==> src/rtl/instr_loader_pkg.sv <==
// Shared CPU definitions for the boot-time instruction loader.
package instr_loader_pkg;

   typedef enum logic [1:0] {
      IDLE  = 2'd0,
      LOAD  = 2'd1,
      WRITE = 2'd2,
      DONE  = 2'd3
   } loader_state_t;

   localparam int INSTR_W         = 32;
   localparam int BYTES_PER_INSTR = 4;
   localparam int BYTE_W          = 8;

endpackage

==> src/rtl/instr_loader_if.sv <==
// Byte-stream handshake from the host plus the instruction memory write port.
interface instr_loader_if;
   import instr_loader_pkg::*;

   logic               rx_valid;
   logic [BYTE_W-1:0]  rx_data;
   logic               rx_ready;
   logic               mem_we;
   logic [INSTR_W-1:0] mem_addr;
   logic [INSTR_W-1:0] mem_wdata;

   modport master (
      input  rx_valid, rx_data,
      output rx_ready, mem_we, mem_addr, mem_wdata
   );

   modport slave (
      output rx_valid, rx_data,
      input  rx_ready, mem_we, mem_addr, mem_wdata
   );

endinterface

==> src/rtl/instr_loader.sv <==
// Assembles a little-endian byte stream into instruction words and writes them
// to consecutive instruction memory slots, holding the CPU in reset until done.
module instr_loader
   import instr_loader_pkg::*;
#(
   parameter int DEPTH  = 32,
   parameter int ADDR_W = 5
) (
   input  logic              clk,
   input  logic              rst_n,
   input  logic              start,
   input  logic [ADDR_W:0]   word_count,
   instr_loader_if.master    bus,
   output logic              busy,
   output logic              done,
   output logic              err,
   output logic              cpu_hold
);

   localparam logic [ADDR_W:0] DEPTH_W  = (ADDR_W+1)'(DEPTH);
   localparam logic [1:0]      LAST_BYTE = 2'(BYTES_PER_INSTR - 1);

   loader_state_t      state;
   loader_state_t      state_next;
   logic [ADDR_W:0]    count;
   logic [ADDR_W-1:0]  word_idx;
   logic [1:0]         byte_idx;
   logic [INSTR_W-1:0] asm_word;
   logic [INSTR_W-1:0] asm_next;

   logic can_start;
   logic too_big;
   logic start_ok;
   logic handshake;
   logic last_byte;
   logic last_word;

   assign can_start = (state == IDLE) || (state == DONE);
   assign too_big   = word_count > DEPTH_W;
   assign start_ok  = start && can_start && (word_count != '0) && !too_big;
   assign handshake = bus.rx_valid && bus.rx_ready;
   assign last_byte = byte_idx == LAST_BYTE;
   assign last_word = {1'b0, word_idx} == (count - (ADDR_W+1)'(1));

   // The incoming byte replaces its lane so the final word is ready the same cycle.
   always_comb begin
      asm_next = asm_word;
      asm_next[{byte_idx, 3'b000} +: BYTE_W] = bus.rx_data;
   end

   always_ff @(posedge clk or negedge rst_n) begin
      if (!rst_n) begin
         state <= IDLE;
      end else begin
         state <= state_next;
      end
   end

   always_comb begin
      state_next   = state;
      bus.rx_ready = 1'b0;
      busy         = 1'b0;
      done         = 1'b0;
      cpu_hold     = 1'b1;
      case (state)
         IDLE, DONE: begin
            done     = (state == DONE);
            cpu_hold = (state != DONE);
            if (start) begin
               if (word_count == '0) begin
                  state_next = DONE;
               end else if (!too_big) begin
                  state_next = LOAD;
               end
            end
         end
         LOAD: begin
            bus.rx_ready = 1'b1;
            busy         = 1'b1;
            if (handshake && last_byte) begin
               state_next = WRITE;
            end
         end
         WRITE: begin
            busy       = 1'b1;
            state_next = last_word ? DONE : LOAD;
         end
         default: begin
            state_next = IDLE;
         end
      endcase
   end

   // Write strobe, address and data are registered so they are stable for the
   // whole WRITE cycle; the memory captures them on the following edge.
   always_ff @(posedge clk or negedge rst_n) begin
      if (!rst_n) begin
         count         <= '0;
         word_idx      <= '0;
         byte_idx      <= '0;
         asm_word      <= '0;
         err           <= 1'b0;
         bus.mem_we    <= 1'b0;
         bus.mem_addr  <= '0;
         bus.mem_wdata <= '0;
      end else begin
         bus.mem_we <= 1'b0;
         err        <= start && can_start && too_big;
         if (start_ok) begin
            count    <= word_count;
            word_idx <= '0;
            byte_idx <= '0;
         end
         if (state == LOAD && handshake) begin
            asm_word <= asm_next;
            byte_idx <= byte_idx + 2'd1;
            if (last_byte) begin
               bus.mem_we    <= 1'b1;
               bus.mem_addr  <= {{(INSTR_W-ADDR_W-2){1'b0}}, word_idx, 2'b00};
               bus.mem_wdata <= asm_next;
            end
         end
         if (state == WRITE && !last_word) begin
            word_idx <= word_idx + ADDR_W'(1);
            byte_idx <= '0;
         end
      end
   end

endmodule

==> src/flat_wrapper.sv <==
// flat-port wrapper written by rule: the top's interface ports become plain ports
module instr_loader_flat import instr_loader_pkg::*;
#(
   parameter int DEPTH  = 32,
   parameter int ADDR_W = 5
)
  (clk, rst_n, start, word_count, busy, done, err, cpu_hold, bus_rx_valid, bus_rx_data, bus_rx_ready, bus_mem_we, bus_mem_addr, bus_mem_wdata);
  instr_loader_if bus_i ();
  input  logic clk;
  input  logic rst_n;
  input  logic start;
  input  logic [ADDR_W:0] word_count;
  output logic busy;
  output logic done;
  output logic err;
  output logic cpu_hold;
  input wire logic [$bits(bus_i.rx_valid)-1:0] bus_rx_valid;
  input wire logic [$bits(bus_i.rx_data)-1:0] bus_rx_data;
  output wire logic [$bits(bus_i.rx_ready)-1:0] bus_rx_ready;
  output wire logic [$bits(bus_i.mem_we)-1:0] bus_mem_we;
  output wire logic [$bits(bus_i.mem_addr)-1:0] bus_mem_addr;
  output wire logic [$bits(bus_i.mem_wdata)-1:0] bus_mem_wdata;
  assign bus_i.rx_valid = bus_rx_valid;
  assign bus_i.rx_data = bus_rx_data;
  assign bus_rx_ready = bus_i.rx_ready;
  assign bus_mem_we = bus_i.mem_we;
  assign bus_mem_addr = bus_i.mem_addr;
  assign bus_mem_wdata = bus_i.mem_wdata;
  instr_loader #(.DEPTH(DEPTH), .ADDR_W(ADDR_W)) u_core (.clk(clk), .rst_n(rst_n), .start(start), .word_count(word_count), .bus(bus_i), .busy(busy), .done(done), .err(err), .cpu_hold(cpu_hold));
endmodule
==> config.mk <==
export PLATFORM = sky130hd
export DESIGN_NAME = instr_loader_flat
export DESIGN_NICKNAME = d
export VERILOG_FILES = /design/src/rtl/instr_loader_pkg.sv /design/src/rtl/instr_loader_if.sv /design/src/rtl/instr_loader.sv /design/src/flat_wrapper.sv
export SDC_FILE = /design/constraint.sdc
export NUM_CORES = 1
export LEC_CHECK = 0
export CORE_ASPECT_RATIO = 1.2
export CORE_UTILIZATION = 35
export DETAILED_ROUTE_END_ITERATION = 8
export PLACE_DENSITY = 0.55
export SETUP_SLACK_MARGIN = 0.15
export SKIP_CTS_REPAIR_TIMING = 1
export SYNTH_ARGS = -nofsm -noshare
export SYNTH_HDL_FRONTEND = slang
export SYNTH_SLANG_ARGS = --single-unit
==> constraint.sdc <==
create_clock -name clk -period 4.6 [get_ports clk]
set_input_delay 0.46 -clock clk [delete_from_list [all_inputs] [get_ports clk]]
set_output_delay 0.46 -clock clk [all_outputs]
set_load 0.03 [all_outputs]
==> qor.yml, run 1 <==
finalCritPeriodShare_pct: 56.2
drive_gt1_share_pct: 8.43
dieArea_mm2: 0.0114
cts-buffers-inserted: 9
diodes: 0
start_util_pct: 36.3
mostFrequentLayoutCells: "78 x dfrtp_1, 59 x clkdlybuf4s50_1, 32 x nand2_1, 32 x a22o_1, 27 x conb_1"
period_minus_slack_ps: 2580
vias_per_cell: 4.96
grt_max_degree: 79
relSlewSlack_pct: 18.7
grt_antenna_before_repair: 0
grt_usage_pct: 15.0
synthSimpleGateAreaFrac_pct: 12.2
grt_pass1_wl_um: 13300
slew_violations: 0
critPathSlowestCell: "or4_1"
cts.sinks: 78
drv_cap: 0
worst_path_dominant_cell_family: "simple AND/OR/NAND/NOR gates"
setup_violations: 0
syn-cell-area_mm2: 0.00383
ys_warn_count: 0
synth_ff_type: "dfrtp_1"
hold_viol: 0
stdcell_area_mm2: 0.00470
post_drt_wl_per_cell_um: 14.9
cts_max_level: 3
final_common_cell: "dfrtp_1"
die_y_um: 117
dpl.hpwl_um: 5680
cp.arrival_ps: 2800
async_flop_share_pct: 100
grt_pass1_vias: 2589
fmax_mhz: 387
hold_slack_ps: 287
vias: 2696
p_per_area_mw_per_mm2: 624
ys_seq_area_share_pct: 50.9
first_pass_iters: 5
synth_edf_count: 0
num-nets-final: 441
slowest_delay_ps: 570
cts_root_buf: "clkbuf_16"
port_buffers: 60
worstSkewPairLatency_ps: 330
clk_pin_slew_ps: 60
totalWireLength_um: 8120
dpl.cell_count: 529
synthAdderAreaFrac_pct: 3.92
die_x_um: 97.6
finalNonFillerCells: 544
remaining_drc_errors: 0
synth_compound_area_share_pct: 17.6
io-pin-count: 88
worstPathRequired_ps: 4810
cp-start-kind: "input port"
rsz0062_at_grt: "false"
num_rows: 41
dpl-instance-area_mm2: 0.00441
min_path_type: "input port to asynchronous set/reset pin"
clockBufferDepth: 2
worstPathCellList: "clkdlybuf4s50_1, or4_1, o21ai_1, nand4_1, and3_1, o21a_1"
overflow: 0
setup_tns_ps: 0
yosys.area_share.xor_xnor_pct: 2.19
worst_pin_slew_ps: 1210
clock_skew_ps: 7.45
path_buf_inv: 1
synth_top_family_by_area: "compound AO/OA/AOI/OAI gates"
crit_fanout: 11
avgSynthCellArea_um2: 10.6
drtIter0Drc: 183
outcome: "finished, final reports clean"
vdd_drop_max_mv: 0.309
gp_congestion: 0.761
synthesis.instances: 361
tritoncts: "built"
ys_seq_elements: 78
rrSetupSlack_ps: 2110
coreArea_mm2: 0.0106
synth_mux_area_share_pct: 3.98
yosys.cell_types.count: 47
power_leakage_nw: 2.10
total_power_mw: 2.93
antenna_left: 0
end_kind: "register"
area_delta_synth_final_pct: 22.6
critical_path_class: "input port to register"
==> final cells by class <==
type | instances | area, um^2
multi-input cells | 247 | 1630
flip-flops and latches | 78 | 1950
fillers | 1031 | 5870
clock inverters | 6 | 63.8
well taps | 129 | 161
repair buffers | 63 | 621
inverters | 12 | 45.0
clock buffers | 9 | 225
==> state kept, by name, summed over array words and instances, names as in the netlist <==
register              cells
u_core.state              2
u_core.bus.mem_wdata     32
u_core.bus.mem_we         1
u_core.asm_word          24
u_core.byte_idx           2
u_core.err                1
u_core.word_idx           5
u_core.count              6
u_core.bus.mem_addr       5
==> routing by layer <==
layer  wire (um)  GRT usage [%]  vias to the layer above
met2        4160           26.2                       65
li1            -              -                     1308
met5           0              0                        -
met3         336           2.87                        7
met4          91           4.41                        0
met1        3530           18.9                     1316
==> final timing paths <==
path                                          start                       end  depth (start not counted)
max                                   word_count[0]        u_core.byte_idx[0]                          6
min                                           rst_n  u_core.bus.mem_wdata[14]                          1
max reg2reg                         u_core.state[1]       u_core.asm_word[10]                          5
min reg2reg                u_core.bus.mem_wdata[12]  u_core.bus.mem_wdata[12]                          2
max in group asynchronous                     rst_n        u_core.word_idx[0]                          1
min in group clk           u_core.bus.mem_wdata[12]  u_core.bus.mem_wdata[12]                          2
==> worst register-to-register path: cells and delay by family (launching register included) <==
family / cells / cell delay [ps]
AOI/OAI and AO/OA: 1 / 280
adders and majority gates: 1 / 360
buffers and inverters: 1 / 110
DFF: 1 / 440
and+or+nand+nor: 2 / 1240
==> cells in the mapped netlist, types with 2 or more instances <==
library cell	instances	area [um^2]
nand3_1	10	50.1
a22o_1	32	280
inv_1	12	45.0
nor2_1	2	7.51
xnor2_1	5	43.8
o21ai_0	26	130
ha_1	12	150
nor4bb_1	2	20.0
o21a_1	3	22.5
nor3_1	4	20.0
nor2b_1	26	163
a21oi_1	26	130
xor2_1	2	17.5
mux2_2	9	101
mux2i_1	4	40.0
buf_4	27	203
or3_1	2	12.5
nand2_1	32	120
dfrtp_1	78	1950
clkbuf_1	20	75.1
==> metrics by stage <==
| step | worst slack, ps | utilization [%] |
|---|---|---|
| after global placement | 1780 | 41.7 |
| after detailed placement | 1670 | 41.7 |
| after CTS | 2010 | 44.5 |
| after global routing | 1880 | 44.5 |
| final | 2020 | 44.5 |
| after floorplan | 2430 | - |
==> kinds of logic after synthesis <==
family	after synthesis
compound gates	99
xor+xnor	8
fa+ha+maj	12
buf+inv	62
flops	78
mux	14
other cells	1
simple gates	87
==> report_power, final <==
part	switching [mW]	leakage, nW	internal [mW]
clock	0.273	0.137	0.416
sequential	0.155	1.05	0.890
combinational	0.660	0.905	0.536
Power figures use the tool's default switching activity.
==> inputs of run 2 (changes only) <==
--- a/config.mk
+++ b/config.mk
@@ -8,7 +8,7 @@
 export CORE_ASPECT_RATIO = 1.2
 export CORE_UTILIZATION = 35
 export DETAILED_ROUTE_END_ITERATION = 8
-export PLACE_DENSITY = 0.55
+export PLACE_DENSITY = 0.57
 export SETUP_SLACK_MARGIN = 0.15
 export SKIP_CTS_REPAIR_TIMING = 1
 export SYNTH_ARGS = -nofsm -noshare
==> constraint.sdc (replaced) <==
create_clock -name clk -period 2.15 [get_ports clk]
set_input_delay 0.215 -clock clk [delete_from_list [all_inputs] [get_ports clk]]
set_output_delay 0.215 -clock clk [all_outputs]
set_load 0.03 [all_outputs]
==> qor.yml, run 2 (synthesized netlist as in run 1, its figures left out) <==
cts_max_level: 3
cts.sinks: 78
drive_gt1_share_pct: 14.8
die_y_um: 117
power_leakage_nw: 2.26
worstPathCellList: "inv_2, ha_4, xnor2_1, a211o_1, or4_4, buf_4, o2111ai_1, o311ai_1"
worstPathRequired_ps: 2350
slew_violations: 0
drtIter0Drc: 102
setup_tns_ps: -225
grt_max_degree: 46
crit_fanout: 4
cp.arrival_ps: 2410
p_seq_share_pct: 33.4
reg_top3: "u_core.bus.mem_wdata: 32 flops, u_core.asm_word: 24 flops, u_core.count: 6 flops"
start_util_pct: 36.3
dpl.hpwl_um: 6220
die_x_um: 97.6
register_area_mm2: 0.00195
num-nets-final: 465
worst_pin_slew_ps: 601
p_comb_share_pct: 44.0
grt_antenna_before_repair: 0
post_drt_wl_per_cell_um: 15.1
io-pin-count: 88
grt_pass1_wl_um: 13800
mostFrequentLayoutCells: "78 x dfrtp_1, 57 x clkdlybuf4s50_1, 32 x nand2_1, 32 x a22o_1, 27 x conb_1"
grt_pass1_vias: 2679
cp-start-kind: "register"
fin_ws_ps: -61.6
final.fill_count: 1023
critical_path_class: "register to register"
tritoncts: "built"
worst_path_dominant_cell_family: "simple AND/OR/NAND/NOR gates"
outcome: "finished with violations"
cts-buffers-inserted: 9
p_per_area_mw_per_mm2: 1330
clockBufferDepth: 2
cellInternalPower_mw: 4.15
min_path_type: "input port to asynchronous set/reset pin"
multi_input_area_mm2: 0.00168
overflow: 0
vdd_drop_max_mv: 0.579
dpl-instance-area_mm2: 0.00461
drv_cap: 0
coreArea_mm2: 0.0106
p_sw_mw: 2.44
rsz0062_at_grt: "true"
power.share.switching_pct: 37.0
area_delta_synth_final_pct: 29.4
port_buffers: 60
cts_root_buf: "clkbuf_16"
p_clk_share_pct: 22.6
fmax_mhz: 452
largest-register: "u_core.bus.mem_wdata"
diodes: 0
path_buf_inv: 2
num_rows: 41
first_pass_iters: 5
remaining_drc_errors: 0
vias_per_cell: 4.88
dieArea_mm2: 0.0114
grt_usage_pct: 15.9
finalCritPeriodShare_pct: 103
antenna_left: 0
relSlewSlack_pct: 59.9
period_minus_slack_ps: 2210
critPathSlowestCell: "or4_4"
hold_viol: 0
vias: 2774
gp_congestion: 0.762
violations: "negative setup slack"
stdcell_area_mm2: 0.00496
setup_violations: 7
end_kind: "register"
totalWireLength_um: 8590
largest_reg_flops: 32
clock_skew_ps: 7.57
slowest_delay_ps: 560
final_common_cell: "dfrtp_1"
clk_pin_slew_ps: 60
worstSkewPairLatency_ps: 330
==> run 2: cell types whose count changed in the layout (fill, tap and decap cells not counted), sizes merged <==
cell,previous run,this run
dlygate4sd3,0,1
clkinvlp,2,1
clkdlybuf4s50,59,57
buf,4,27
dlymetal6s2s,0,2
clkinv,3,2
clkbuf,9,11
==> run 2: cell type report <==
cell class / instances / share of cell area, %
sequential: 78 / 39.3
multi-input combinational: 247 / 33.8
timing repair buffer: 87 / 16.8
clock buffer: 11 / 4.89
tap: 129 / 3.25
clock inverter: 4 / 0.958
inverter: 12 / 0.908
==> run 2: power groups by stage <==
stage | clock network [mW] | registers, mW | logic (mW)
2_1_floorplan | 0 | 2.51 | 1.59
6_report | 1.49 | 2.20 | 2.90
3_3_place_gp | 0 | 2.21 | 2.78
5_1_grt | 1.62 | 2.27 | 3.16
4_1_cts | 1.54 | 2.20 | 2.84
3_5_place_dp | 0 | 2.22 | 2.83
==> run 2: metrics by stage <==
| step | power, mW | setup slack, ps | cells | util (%) | hold WS [ps] |
|---|---|---|---|---|---|
| 5_1_grt | 7.04 | -190 | 568 | 46.9 | 412 |
| 3_3_place_gp | 4.99 | -101 | 550 | 43.6 | 190 |
| 6_report | 6.59 | -61.6 | 568 | 46.9 | 372 |
| 4_1_cts | 6.58 | -98.5 | 565 | 46.3 | -161 |
| 2_1_floorplan | 4.10 | 81.7 | 387 | - | -80.6 |
| 3_5_place_dp | 5.05 | -125 | 550 | 43.6 | 200 |
==> run 2: metal layers <==
layer  GRT usage, %  vias to the layer above  routed length (um)
li1               -                     1359                   -
met1           19.5                     1338                3690
met2           27.2                       64                4400
met3           3.71                       13                 340
met4           6.57                        0                 156
met5              0                        -                   0
==> run 2: worst paths after layout <==
path	slack [ps]	startpoint	cells after the start	endpoint
setup / recovery	-60	u_core.count[0]	8	u_core.word_idx[2]
hold / removal	370	rst_n	2	u_core.bus.mem_wdata[14]
setup reg to reg	-60	u_core.count[0]	8	u_core.word_idx[2]
hold reg to reg	480	u_core.bus.mem_wdata[10]	2	u_core.bus.mem_wdata[10]
max in group asynchronous	1170	rst_n	3	u_core.asm_word[13]
min in group clk	480	u_core.bus.mem_wdata[10]	2	u_core.bus.mem_wdata[10]
==> inputs of run 3 (changes only) <==
--- a/config.mk
+++ b/config.mk
@@ -8,6 +8,7 @@
 export CORE_ASPECT_RATIO = 1.2
 export CORE_UTILIZATION = 35
 export DETAILED_ROUTE_END_ITERATION = 8
+export GPL_ROUTABILITY_DRIVEN = 1
 export PLACE_DENSITY = 0.57
 export SETUP_SLACK_MARGIN = 0.15
 export SKIP_CTS_REPAIR_TIMING = 1
==> results of run 3 <==
No change in the layout: final DEF, timing and power equal those of run 2.
